File: config.mk
export PLATFORM = sky130hd
export DESIGN_NAME = axi_lite_slave_mem
export DESIGN_NICKNAME = d
export VERILOG_FILES = /design/src/rtl/axi_lite_slave_mem.sv
export SDC_FILE = /design/constraint.sdc
export NUM_CORES = 1
export LEC_CHECK = 0
export ABC_AREA = 1
export ABC_CLOCK_PERIOD_IN_PS = 35500
export CORE_MARGIN = 2
export CORE_UTILIZATION = 50
export CTS_BUF_LIST = sky130_fd_sc_hd__clkbuf_4 sky130_fd_sc_hd__clkbuf_8
export DETAILED_ROUTE_END_ITERATION = 6
export DONT_BUFFER_PORTS = 1
export SLEW_MARGIN = 20
export SYNTH_ARGS = -nofsm -noshare
export SYNTH_HDL_FRONTEND = slang
export SYNTH_SLANG_ARGS = --single-unit
File: constraint.sdc
create_clock -name clk -period 35.5 [get_ports clk]
set_clock_uncertainty 0.05 [all_clocks]
set_input_delay 5.325 -clock clk [delete_from_list [all_inputs] [get_ports clk]]
set_output_delay 5.325 -clock clk [all_outputs]
set_load 0.05 [all_outputs]
File: src/rtl/axi_lite_slave_mem.sv
// AXI-lite responder backed by a DEPTH x 32-bit register array with independent read/write FSMs.
// Define AXI_SLV_ASSERT_EN to compile the handshake-protocol assertions.
module axi_lite_slave_mem #(
    parameter int  DEPTH = 16,
    localparam int IDX_W = $clog2(DEPTH)
) (
    input  logic        clk,
    input  logic        reset,
    input  logic [31:0] awaddr,
    input  logic        awvalid,
    output logic        awready,
    input  logic [31:0] wdata,
    input  logic [3:0]  wstrb,
    input  logic        wvalid,
    output logic        wready,
    output logic        bvalid,
    input  logic        bready,
    input  logic [31:0] araddr,
    input  logic        arvalid,
    output logic        arready,
    output logic [31:0] rdata,
    output logic        rvalid,
    input  logic        rready
);
    typedef enum logic {W_IDLE, W_RESP} wstate_t;
    typedef enum logic {R_IDLE, R_DATA} rstate_t;

    wstate_t     wstate, wstate_n;
    rstate_t     rstate, rstate_n;
    logic [31:0] mem [DEPTH];

    logic        aw_hold, w_hold;
    logic [31:0] aw_addr_q, w_data_q;
    logic [3:0]  w_strb_q;

    logic        aw_hs, w_hs, ar_hs, commit;
    logic [31:0] cur_awaddr, cur_wdata;
    logic [3:0]  cur_wstrb;
    logic        w_in_range, r_in_range;
    logic [IDX_W-1:0] w_idx, r_idx;
    logic        unused_ok;

    assign awready = (wstate == W_IDLE) && !aw_hold;
    assign wready  = (wstate == W_IDLE) && !w_hold;
    assign bvalid  = (wstate == W_RESP);
    assign arready = (rstate == R_IDLE);
    assign rvalid  = (rstate == R_DATA);

    assign aw_hs = awvalid && awready;
    assign w_hs  = wvalid && wready;
    assign ar_hs = arvalid && arready;

    // Commit once both halves are available, whether held from earlier or arriving this edge.
    assign commit = (wstate == W_IDLE) && (aw_hold || aw_hs) && (w_hold || w_hs);

    assign cur_awaddr = aw_hold ? aw_addr_q : awaddr;
    assign cur_wdata  = w_hold ? w_data_q : wdata;
    assign cur_wstrb  = w_hold ? w_strb_q : wstrb;

    assign w_in_range = (cur_awaddr[31:IDX_W+2] == '0);
    assign w_idx      = cur_awaddr[IDX_W+1:2];
    assign r_in_range = (araddr[31:IDX_W+2] == '0);
    assign r_idx      = araddr[IDX_W+1:2];
    assign unused_ok  = ^{cur_awaddr[1:0], araddr[1:0]};

    always_comb begin
        wstate_n = wstate;
        case (wstate)
            W_IDLE: if (commit) wstate_n = W_RESP;
            W_RESP: if (bready) wstate_n = W_IDLE;
            default: wstate_n = W_IDLE;
        endcase
    end

    always_comb begin
        rstate_n = rstate;
        case (rstate)
            R_IDLE: if (arvalid) rstate_n = R_DATA;
            R_DATA: if (rready)  rstate_n = R_IDLE;
            default: rstate_n = R_IDLE;
        endcase
    end

    always_ff @(posedge clk or posedge reset) begin
        if (reset) begin
            wstate    <= W_IDLE;
            rstate    <= R_IDLE;
            aw_hold   <= 1'b0;
            w_hold    <= 1'b0;
            aw_addr_q <= '0;
            w_data_q  <= '0;
            w_strb_q  <= '0;
            rdata     <= '0;
        end else begin
            wstate <= wstate_n;
            rstate <= rstate_n;
            if (commit) begin
                aw_hold <= 1'b0;
                w_hold  <= 1'b0;
            end else begin
                if (aw_hs) begin
                    aw_hold   <= 1'b1;
                    aw_addr_q <= awaddr;
                end
                if (w_hs) begin
                    w_hold   <= 1'b1;
                    w_data_q <= wdata;
                    w_strb_q <= wstrb;
                end
            end
            // Nonblocking read of mem returns the pre-write word on a same-edge commit.
            if (ar_hs)
                rdata <= r_in_range ? mem[r_idx] : 32'h0;
        end
    end

    always_ff @(posedge clk or posedge reset) begin
        if (reset) begin
            for (int i = 0; i < DEPTH; i++)
                mem[i] <= '0;
        end else if (commit && w_in_range) begin
            for (int b = 0; b < 4; b++)
                if (cur_wstrb[b])
                    mem[w_idx][8*b +: 8] <= cur_wdata[8*b +: 8];
        end
    end

`ifdef AXI_SLV_ASSERT_EN
    a_b_hold:  assert property (@(posedge clk) disable iff (reset)
                   bvalid && !bready |=> bvalid);
    a_r_hold:  assert property (@(posedge clk) disable iff (reset)
                   rvalid && !rready |=> rvalid && $stable(rdata));
    a_aw_hold: assert property (@(posedge clk) disable iff (reset)
                   awvalid && !awready |=> awvalid && $stable(awaddr));
    a_ar_hold: assert property (@(posedge clk) disable iff (reset)
                   arvalid && !arready |=> arvalid && $stable(araddr));
    a_b_aw:    assert property (@(posedge clk) disable iff (reset)
                   !(bvalid && awready));
`endif
endmodule

==> flow_summary.yaml <==
clocking:
  cts_setup_buffers: 0
  clock-sinks: 614
  cts_buffers: 110
  postCtsHoldBufs: 0
  path_clk_slew_ns: 0.06
  cts.repair.resized: 0
  htree_levels: 3
  cts_buffer_depth: 3
  cts-root-buf: "clkbuf_8"
  clk_latency_ns: 0.73
  cts_tree: "done"
yosys:
  synth_top_area_share_pct: 48.0
  synth_nets: 4168
  synth_top_family_by_area: "simple AND/OR/NAND/NOR gates"
  synth-seq-area-share_pct: 48.0
  synthMuxAreaShare_pct: 0.352
  synthAdderAreaFrac_pct: 0
  synth_edf_count: 0
  avgSynthCellArea_um2: 7.88
  synth_compound_area_share_pct: 1.90
  synth_area_um2: 32000
  synth_area_leaders: "dfrtp_1 48%, nand2_1 20%, nand4_1 10%"
  yosys_warnings: 0
  async_reset_ff_share_pct: 100
  synth-seq-cells: 614
  synthSimpleGateAreaFrac_pct: 42.4
  synth.distinct_cells: 34
  synth_ff_type: "dfrtp_1"
  synthCells: 4061
  synth_xor_area_share_pct: 0
  synth_largest_area_cell: "dfrtp_1"
routing:
  wirelength_um: 99300
  ant_nets: 0
  drt-initial-drc-count: 3485
  drt_pass1_iterations: 6
  wl_per_cell_um: 20.6
  vias_per_cell: 5.88
  vias: 28400
  drc: 0
  dr_wl_met2_um: 45400
  routed-wl-met3_um: 6650
  drt-met1-wl_um: 44300
  dr.max_layer_used: "met4"
grt:
  grt_pass1_vias: 27200
  antenna_found_initial: 1
  grt_max_degree: 260
  grtUsageTotal_pct: 30.0
  overflow: 0
  grt_pass1_wl_um: 158000
timing:
  period_share_pct: 26.2
  slew_violations: 0
  clock.fmax_ghz: 0.107
  worst_hold_slack_ns: 0.417
  rsz0062_at_grt: "false"
  setup_viol: 0
  period_needed_ns: 9.31
  worst_pin_slew_ns: 1.12
  relSlewSlack_pct: 25.3
  hold_violations: 0
  setup_tns_ns: 0
die:
  die_h_um: 257
  design.die.area_um2: 66000
  start_util_pct: 50.6
  coreArea_um2: 63200
  fp.dieW_um: 257
  io-pin-count: 144
  rows: 92
place:
  hpwl_um: 53800
  dpl_cell_area_um2: 31700
  routabilityCongestion: 0.829
  io_buffers: 0
  numPlacedInstances: 4633
critical_path:
  setup.worst_path.start: "wvalid"
  cp.arrival_ns: 9.87
  worstPathRequired_ns: 36.07
  crit-reg2reg-launch: "w_hold$_DFFE_PP0P_"
  r2r_setup_slack_ns: 29.69
  crit_fanout: 70
  crit_path_start_kind: "input port"
  endpoint: "mem[296]$_DFFE_PP0P_"
  reg2reg_to: "mem[296]$_DFFE_PP0P_"
  end_kind: "register"
  worstRegToRegCells: 11
  worstSetupPathType: "input port to register"
job:
  cap_violations: 0
power:
  p_leak_nw: 17.2
  peakVddDrop_uv: 90.9
  powerDensity_nw_per_um2: 58.7
final_layout:
  synthToLayoutAreaGrowth_pct: 6.50
  nets: 4006
  instances_no_fill: 4824
  finalInstanceArea_um2: 34100
  drive_gt1_share_pct: 8.90
min_path:
  min_path_type: "register to register"
outcome:
  status: "finished, final reports clean"
[area by class of cell]
cell class | instances | area (µm²)
well taps | 846 | 1060
inverters | 101 | 398
multi-input cells | 3008 | 14300
clock inverters | 7 | 110
flip-flops and latches | 614 | 15400
diodes | 1 | 2.50
clock buffers | 183 | 2240
fillers | 6070 | 29100
repair buffers | 64 | 568
[worst max-delay path, stage by stage]
cell and delay [ns]:
o21ai_2 0.07, nor2_4 0.72, nand3_1 0.23, nor2_4 0.78, buf_4 0.67, buf_4 0.62, buf_4 0.77, nand3_2 0.38
nand2_1 0.16, nand2_1 0.06
[report_power, final]
part | internal [mW] | total [mW] | switching (mW)
Sequential | 0.737 | 0.760 | 0.0228
Clock | 0.414 | 0.713 | 0.299
Combinational | 0.0851 | 0.526 | 0.441
Total | 1.24 | 2.00 | 0.763
[state kept, by name, indices dropped and copies added, names as in the netlist]
signal     cells
w_hold         1
rvalid         1
rdata         32
aw_addr_q     30
mem          512
w_strb_q       4
bvalid         1
aw_hold        1
w_data_q      32
[per-layer routing]
layer	track usage, %	up-vias
li1	-	13400
met4	10.6	0
met2	46.2	998
met3	4.65	170
met5	0	-
met1	43.0	13800
[through the flow]
stage / setup slack, ns / power (mW) / utilization, %
after global routing: 25.93 / 2.08 / 53.9
after global placement: 25.48 / 1.28 / 50.2
final: 26.19 / 2.00 / 53.9
after CTS: 26.24 / 2.00 / 53.9
after detailed placement: 25.47 / 1.29 / 50.2
after floorplan: 12.93 / 1.12 / -
[Yosys cell counts, types with 2 or more instances]
master / number
o21ai_4: 3
o211ai_1: 5
buf_2: 110
inv_1: 81
nand4_1: 525
buf_1: 19
buf_4: 9
nand3_2: 5
dfrtp_1: 614
clkbuf_1: 138
a21oi_1: 13
nand4_4: 10
nor2_1: 80
nor2_4: 3
buf_8: 7
o21ai_2: 2
nand2_1: 1728
inv_2: 11
o21ai_0: 53
buf_6: 53
buf_12: 2
o21ai_1: 32
nor3_1: 4
nor4_1: 6
nand3_1: 483
nand3_4: 40
clkinv_1: 9
mux2_2: 10
[worst min-delay path by stage]
stage / from / depth (start not counted) / endpoint
CTS: mem[198]$_DFFE_PP0P_ / 2 / mem[198]$_DFFE_PP0P_
detailed placement: mem[471]$_DFFE_PP0P_ / 2 / mem[471]$_DFFE_PP0P_
finish: mem[430]$_DFFE_PP0P_ / 2 / mem[430]$_DFFE_PP0P_
global placement: mem[108]$_DFFE_PP0P_ / 2 / mem[108]$_DFFE_PP0P_
floorplan: mem[256]$_DFFE_PP0P_ / 2 / mem[256]$_DFFE_PP0P_
global route: mem[65]$_DFFE_PP0P_ / 2 / mem[65]$_DFFE_PP0P_
[cells in the final DEF (no fill, tap or decap), drive strengths merged]
cell,count
nand2,1730
dfrtp,614
nand4,535
nand3,528
clkbuf,183
inv,91
o21ai,90
nor2,83
buf,64
a21oi,14
clkinv,14
mux2,10
nor4,6
o211ai,5
nor3,4
bufinv,3
diode,1
nand3b,1
or2,1
o22ai,1
[kinds of logic (layout without fill, tap and decap cells)]
family	count (synthesis)	count (layout)
AO/OA/AOI/OAI	110	110
buffers and inverters	439	355
flip-flops	614	614
multiplexers	10	10
other	0	1
AND/OR/NAND/NOR	2888	2888
Note: power is estimated with default switching activity, not from simulation.
